File: src/rtl/fp_transfer_pipe.sv
// fp_transfer_pipe
// Two-stage pipelined FP transfer / classify / sign-injection unit for the
// FPU issue path. Handles FMV.X.W/D, FMV.W/D.X, FCLASS.S/D and
// FSGNJ/FSGNJN/FSGNJX.S/D with RISC-V NaN-boxing of single-precision values.
// Stage 1 registers the NaN-box-checked operands, the FCLASS mask and the
// legality decision; stage 2 forms the result and holds it on the output
// until the consumer takes it. An opaque tag travels alongside each op.
module fp_transfer_pipe #(
    parameter int FLEN  = 64,
    parameter int XLEN  = 64,
    parameter int TAG_W = 5,
    localparam int W    = (FLEN > XLEN) ? FLEN : XLEN
) (
    input  logic             clk,
    input  logic             rst,
    input  logic             flush,
    input  logic             in_valid,
    output logic             in_ready,
    input  logic [2:0]       in_op,
    input  logic             in_sp_dp,
    input  logic [W-1:0]     in_a,
    input  logic [FLEN-1:0]  in_b,
    input  logic [TAG_W-1:0] in_tag,
    output logic             out_valid,
    input  logic             out_ready,
    output logic [W-1:0]     out_data,
    output logic             out_to_int,
    output logic             out_illegal,
    output logic [TAG_W-1:0] out_tag
);

    // Operation encodings; 110 and 111 are reserved and reported as illegal.
    localparam logic [2:0] OP_MOV_INT_FP = 3'b000;
    localparam logic [2:0] OP_MOV_FP_INT = 3'b001;
    localparam logic [2:0] OP_FSGNJ      = 3'b010;
    localparam logic [2:0] OP_FSGNJN     = 3'b011;
    localparam logic [2:0] OP_FCLASS     = 3'b100;
    localparam logic [2:0] OP_FSGNJX     = 3'b101;

    // Canonical single-precision quiet NaN, already NaN-boxed.
    localparam logic [63:0] CANON_QNAN_SP = 64'hFFFF_FFFF_7FC0_0000;

    // ------------------------------------------------------------------
    // Helper functions
    // ------------------------------------------------------------------

    // One-hot FCLASS mask of an SP (low 32 bits) or DP value.
    function automatic logic [9:0] fclass(input logic [63:0] v, input logic dp);
        logic sign;
        logic exp_max;
        logic exp_zero;
        logic man_zero;
        logic quiet;
        logic [9:0] mask;
        if (dp) begin
            sign     = v[63];
            exp_max  = &v[62:52];
            exp_zero = ~|v[62:52];
            man_zero = ~|v[51:0];
            quiet    = v[51];
        end else begin
            sign     = v[31];
            exp_max  = &v[30:23];
            exp_zero = ~|v[30:23];
            man_zero = ~|v[22:0];
            quiet    = v[22];
        end
        mask = 10'b0;
        if (exp_max) begin
            if (man_zero) begin
                if (sign) mask[0] = 1'b1;
                else      mask[7] = 1'b1;
            end else if (quiet) begin
                mask[9] = 1'b1;
            end else begin
                mask[8] = 1'b1;
            end
        end else if (exp_zero) begin
            if (man_zero) begin
                if (sign) mask[3] = 1'b1;
                else      mask[4] = 1'b1;
            end else begin
                if (sign) mask[2] = 1'b1;
                else      mask[5] = 1'b1;
            end
        end else begin
            if (sign) mask[1] = 1'b1;
            else      mask[6] = 1'b1;
        end
        return mask;
    endfunction

    // Place a 32-bit SP value in an FP register image, NaN-boxed to FLEN.
    function automatic logic [63:0] box_sp(input logic [31:0] x);
        logic [63:0] r;
        if (FLEN == 64) r = {32'hFFFF_FFFF, x};
        else            r = {32'h0000_0000, x};
        return r;
    endfunction

    // Place a 32-bit value in an integer register image, sign-extended to XLEN.
    function automatic logic [63:0] sext_xlen(input logic [31:0] x);
        logic [63:0] r;
        if (XLEN == 64) r = {{32{x[31]}}, x};
        else            r = {32'h0000_0000, x};
        return r;
    endfunction

    // ------------------------------------------------------------------
    // Handshake
    // ------------------------------------------------------------------
    logic s1_valid_reg;
    logic s2_valid_reg;
    logic s2_advance;

    // The output stage moves whenever it is empty or being drained, and the
    // input stage can take a new op whenever its content moves on. This
    // lets a full pipe refill without a bubble when the consumer resumes.
    assign s2_advance = !s2_valid_reg || out_ready;
    assign in_ready   = !s1_valid_reg || s2_advance;

    // ------------------------------------------------------------------
    // Stage 1 combinational: operand NaN-box check, classify, legality
    // ------------------------------------------------------------------
    logic [63:0] opnd_raw    [2];
    logic [63:0] opnd_fp     [2];
    logic        opnd_box_ok [2];

    assign opnd_raw[0] = 64'(in_a);
    assign opnd_raw[1] = 64'(in_b);

    // A single-precision FP operand is only meaningful when its upper half is
    // all ones; anything else reads as the canonical quiet NaN.
    genvar gi;
    generate
        for (gi = 0; gi < 2; gi++) begin : g_nanbox
            assign opnd_box_ok[gi] = (FLEN != 64) || in_sp_dp || (&opnd_raw[gi][63:32]);
            assign opnd_fp[gi]     = opnd_box_ok[gi] ? opnd_raw[gi] : CANON_QNAN_SP;
        end
    endgenerate

    logic [9:0] in_class;
    logic       in_b_sign;
    logic       in_illegal;

    assign in_class  = fclass(opnd_fp[0], in_sp_dp);
    assign in_b_sign = in_sp_dp ? opnd_fp[1][63] : opnd_fp[1][31];

    // Unsupported opcode or a format this build cannot hold.
    always_comb begin
        in_illegal = 1'b0;
        if (in_op == 3'b110 || in_op == 3'b111) begin
            in_illegal = 1'b1;
        end
        if (in_sp_dp && (FLEN == 32)) begin
            in_illegal = 1'b1;
        end
        if (in_sp_dp && (XLEN == 32) &&
            (in_op == OP_MOV_INT_FP || in_op == OP_MOV_FP_INT)) begin
            in_illegal = 1'b1;
        end
    end

    // ------------------------------------------------------------------
    // Stage 1 registers
    // ------------------------------------------------------------------
    logic [2:0]       s1_op_reg;
    logic             s1_dp_reg;
    logic             s1_illegal_reg;
    logic [63:0]      s1_a_raw_reg;
    logic [63:0]      s1_a_fp_reg;
    logic             s1_b_sign_reg;
    logic [9:0]       s1_class_reg;
    logic [TAG_W-1:0] s1_tag_reg;

    // Capture an offered op whenever stage 1 is free to accept; flush wins.
    always_ff @(posedge clk or posedge rst) begin
        if (rst) begin
            s1_valid_reg   <= 1'b0;
            s1_op_reg      <= 3'b0;
            s1_dp_reg      <= 1'b0;
            s1_illegal_reg <= 1'b0;
            s1_a_raw_reg   <= 64'b0;
            s1_a_fp_reg    <= 64'b0;
            s1_b_sign_reg  <= 1'b0;
            s1_class_reg   <= 10'b0;
            s1_tag_reg     <= '0;
        end else if (flush) begin
            s1_valid_reg <= 1'b0;
        end else if (in_ready) begin
            s1_valid_reg <= in_valid;
            if (in_valid) begin
                s1_op_reg      <= in_op;
                s1_dp_reg      <= in_sp_dp;
                s1_illegal_reg <= in_illegal;
                s1_a_raw_reg   <= opnd_raw[0];
                s1_a_fp_reg    <= opnd_fp[0];
                s1_b_sign_reg  <= in_b_sign;
                s1_class_reg   <= in_class;
                s1_tag_reg     <= in_tag;
            end
        end
    end

    // ------------------------------------------------------------------
    // Stage 2 combinational: result formation
    // ------------------------------------------------------------------
    logic        s1_a_sign;
    logic        inj_sign;
    logic [63:0] res_next;
    logic        to_int_next;

    assign s1_a_sign = s1_dp_reg ? s1_a_fp_reg[63] : s1_a_fp_reg[31];

    // Sign source for the three sign-injection flavours.
    always_comb begin
        inj_sign = s1_b_sign_reg;
        if (s1_op_reg == OP_FSGNJN) inj_sign = ~s1_b_sign_reg;
        if (s1_op_reg == OP_FSGNJX) inj_sign = s1_a_sign ^ s1_b_sign_reg;
    end

    // Build the result image and its destination file for the op in stage 1.
    always_comb begin
        res_next    = 64'b0;
        to_int_next = 1'b0;
        if (!s1_illegal_reg) begin
            case (s1_op_reg)
                OP_MOV_INT_FP: begin
                    res_next = s1_dp_reg ? s1_a_raw_reg : box_sp(s1_a_raw_reg[31:0]);
                end
                OP_MOV_FP_INT: begin
                    // Raw bits move across; a bad NaN-box is not substituted here.
                    res_next    = s1_dp_reg ? s1_a_raw_reg : sext_xlen(s1_a_raw_reg[31:0]);
                    to_int_next = 1'b1;
                end
                OP_FCLASS: begin
                    res_next    = {54'b0, s1_class_reg};
                    to_int_next = 1'b1;
                end
                OP_FSGNJ, OP_FSGNJN, OP_FSGNJX: begin
                    res_next = s1_dp_reg ? {inj_sign, s1_a_fp_reg[62:0]}
                                         : box_sp({inj_sign, s1_a_fp_reg[30:0]});
                end
                default: begin
                    res_next    = 64'b0;
                    to_int_next = 1'b0;
                end
            endcase
        end
    end

    // ------------------------------------------------------------------
    // Stage 2 / output registers
    // ------------------------------------------------------------------
    logic [W-1:0]     out_data_reg;
    logic             out_to_int_reg;
    logic             out_illegal_reg;
    logic [TAG_W-1:0] out_tag_reg;

    // Output only changes when it is empty or being consumed, so it stays
    // stable under back-pressure; flush drops whatever is held.
    always_ff @(posedge clk or posedge rst) begin
        if (rst) begin
            s2_valid_reg    <= 1'b0;
            out_data_reg    <= '0;
            out_to_int_reg  <= 1'b0;
            out_illegal_reg <= 1'b0;
            out_tag_reg     <= '0;
        end else if (flush) begin
            s2_valid_reg <= 1'b0;
        end else if (s2_advance) begin
            s2_valid_reg <= s1_valid_reg;
            if (s1_valid_reg) begin
                out_data_reg    <= W'(res_next);
                out_to_int_reg  <= to_int_next;
                out_illegal_reg <= s1_illegal_reg;
                out_tag_reg     <= s1_tag_reg;
            end
        end
    end

    assign out_valid   = s2_valid_reg;
    assign out_data    = out_data_reg;
    assign out_to_int  = out_to_int_reg;
    assign out_illegal = out_illegal_reg;
    assign out_tag     = out_tag_reg;

endmodule

File: config.mk
export PLATFORM = sky130hd
export DESIGN_NAME = fp_transfer_pipe
export DESIGN_NICKNAME = d
export VERILOG_FILES = /design/src/rtl/fp_transfer_pipe.sv
export SDC_FILE = /design/constraint.sdc
export NUM_CORES = 1
export LEC_CHECK = 0
export CAP_MARGIN = 20
export CORE_MARGIN = 1
export CORE_UTILIZATION = 46
export DETAILED_ROUTE_END_ITERATION = 10
export HOLD_SLACK_MARGIN = 0.15
export PLACE_DENSITY_LB_ADDON = 0.1
export SLEW_MARGIN = 10
export SYNTH_ARGS = -nofsm -noshare
export SYNTH_HDL_FRONTEND = slang
export SYNTH_SLANG_ARGS = --single-unit
File: constraint.sdc
create_clock -name clk -period 7.2 [get_ports clk]
set_input_delay 1.44 -clock clk [delete_from_list [all_inputs] [get_ports clk]]
set_output_delay 1.44 -clock clk [all_outputs]
set_load 0.01 [all_outputs]
==> flow_summary.toml <==
[run_status]
status = "finished clean"

[cts]
worst_skew_pair.late_latency_ns = 0.52
root_buffer = "clkbuf_16"
cts_setup_buffers = 0
numCtsBuffers = 24
cts_tree = "built"
cts_hold_buffers = 0
clk_pin_slew_ns = 0.06
htree_num_levels = 1
clock_sinks = 222
clk_path_buf_depth = 3
cts_resized = 0

[critical_path]
cp_max_fo = 4
crit_path_start = "out_ready"
arrival_ns = 2.75
worst-setup-path-type = "in2out"
cpMaxStageDelayCell = "clkdlybuf4s50_1"
cpPeakStageDelay_ns = 0.53
cp_common_cell = "clkdlybuf4s50_1"
cp_num_buf_inv = 2
critical_path.top_delay_family = "buffers and inverters"
r2r_start = "out_valid"
crit_path_end_kind = "primary output"
cp.required_ns = 5.76
cp-start-kind = "input pin"
path_cells = "clkdlybuf4s50_1 > nor2b_1 > nand2_1 > clkdlybuf4s50_1"

[drt]
drt-initial-drc-count = 481
firstDrtPassIters = 5
vias = 7739
drc = 0
viasPerCell = 5.49
postRouteAntennaNets = 0
wirelength_mm = 25.0
wire_per_inst_um = 17.7

[cells_and_area]
layout_commonest_cell = "nand2_1"
layout_common_cells = "335 x nand2_1, 222 x dfrtp_1, 183 x clkdlybuf4s50_1, 40 x o21ai_0, 39 x nand3_1"
drive_above_1_share = 0.0763
n_antenna_cell = 0
synthToLayoutAreaGrowth_pct = 29.8
num-nets-final = 1264

[placement]
io_buffer_count = 183
gp_congestion = 0.773
dpl.hpwl_mm = 15.8
place_ws_ns = 3.02

[floorplanning]
rows = 52
ios = 215
coreArea_um2 = 20200
die_w_um = 145
die_y_um = 145
initial_core_util = 0.468
die-area_um2 = 21100

[yosys]
synth_nets = 1107
synth_cells = 965
ys_warn_count = 0
async_reset_ff_frac = 1.00
synthFlopType = "dfrtp_1"
synthDistinctLibCells = 56
ys_seq_elements = 222
syn_area_per_cell_um2 = 9.78
synth_area_um2 = 9440
seq_area_frac_synth = 0.589
synth_edf_count = 0

[pwr]
leakage_uw = 0.00553
peakVddDrop_uv = 175
p_per_area_nw_per_um2 = 292

[global_route]
grt_remaining_overflow = 0
grt_pass1_vias = 7785
grt_pass1_wl_mm = 41.4
grt_antenna_before_repair = 1
grtUsageTotal = 0.244
grt_max_degree = 141

[timing]
drv_slew = 0
fin_crit_ns = 4.19
tightest_slew_ns = 0.983
rsz0062_at_grt = "no"
tns_ns = 0
worst_slack_ns = 3.01
min_period_over_period = 0.583
fmax_ghz = 0.238
setup_viol = 0
fin_worst_skew_ns = 0.00980
relSlewSlack = 0.345
hold_viol = 0

[min_path]
min_from = "s1_a_raw_reg[5]"
hold_path.class = "reg2reg"

[job]
cap_violations = 0
==> cells by family after synthesis <==
logic type / Yosys count / synth area share
flops: 222 / 0.589
mux: 7 / 0.00835
compound gates: 201 / 0.157
simple gates: 466 / 0.213
buf+inv: 68 / 0.0325
xor+xnor: 1 / 0.000928
==> path summary, 6_finish.rpt <==
path / endpoint / slack (ns) / cells past startpoint
worst max-delay path: in_ready / 3.01 / 4
worst min-delay path: s1_a_raw_reg[5] / 0.47 / 2
worst max register to register: s1_a_fp_reg[17] / 4.46 / 7
worst min register to register: s1_a_raw_reg[5] / 0.47 / 2
min in group asynchronous: s1_a_fp_reg[26] / 1.23 / 2
max in group asynchronous: out_data[7] / 4.80 / 3
==> final cells by class <==
class,instances,area (um^2)
Fill cell,1752,7920
Sequential cell,222,5560
Multi-Input combinational cell,675,3580
Timing Repair Buffer,196,1950
Clock buffer,39,747
Tap cell,270,338
Clock inverter,5,63.8
Inverter,3,15.0
==> Yosys cell counts (all sizes together) (2+ instances only) <==
cell,instances,area share
a21oi,22,0.012
nor4,16,0.011
and2,3,0.0020
nor2b,15,0.0099
nor2,22,0.0087
clkbuf,40,0.016
o22a,6,0.0056
inv,3,0.0012
a221oi,31,0.037
nand3,39,0.021
dfrtp,222,0.59
a21boi,4,0.0044
o31a,2,0.0019
nor3,6,0.0044
o31ai,4,0.0042
or3,2,0.0019
a21o,2,0.0016
a32oi,2,0.0019
mux2,7,0.0084
o21a,2,0.0016
a22o,22,0.020
a32o,3,0.0032
nand4,20,0.014
buf,25,0.015
o21ai,71,0.038
nand2,335,0.13
a22oi,21,0.017
==> tightest hold or removal path: stages (launching register included) <==
cell and delay [ns]:
dfrtp_1 0.33, nand2_1 0.05, nand2_1 0.06
==> per-stage QoR <==
stage | instances | util | area [um^2] | hold slack, ns | power, uW
2_1_floorplan | 965 | - | 9440 | 0.438 | 1980
3_3_place_gp | 1365 | 0.567 | 11400 | 0.451 | 2350
3_5_place_dp | 1365 | 0.567 | 11400 | 0.454 | 2360
4_1_cts | 1409 | 0.607 | 12200 | 0.468 | 3610
5_1_grt | 1410 | 0.607 | 12200 | 0.491 | 3750
6_report | 1410 | 0.607 | 12200 | 0.468 | 3570
==> layer usage <==
| metal | global-route usage | part of all wire |
|---|---|---|
| met5 | 0 | 0.00052 |
| met4 | 0.0642 | 0.015 |
| met3 | 0.0421 | 0.058 |
| met2 | 0.391 | 0.47 |
| met1 | 0.345 | 0.45 |
==> where the power goes <==
part	switching, uW	leakage [uW]	internal (uW)
clock	487	0.000397	745
sequential	126	0.00278	1450
combinational	379	0.00236	386
total	992	0.00553	2580
Note: power is estimated with default switching activity, not from simulation.
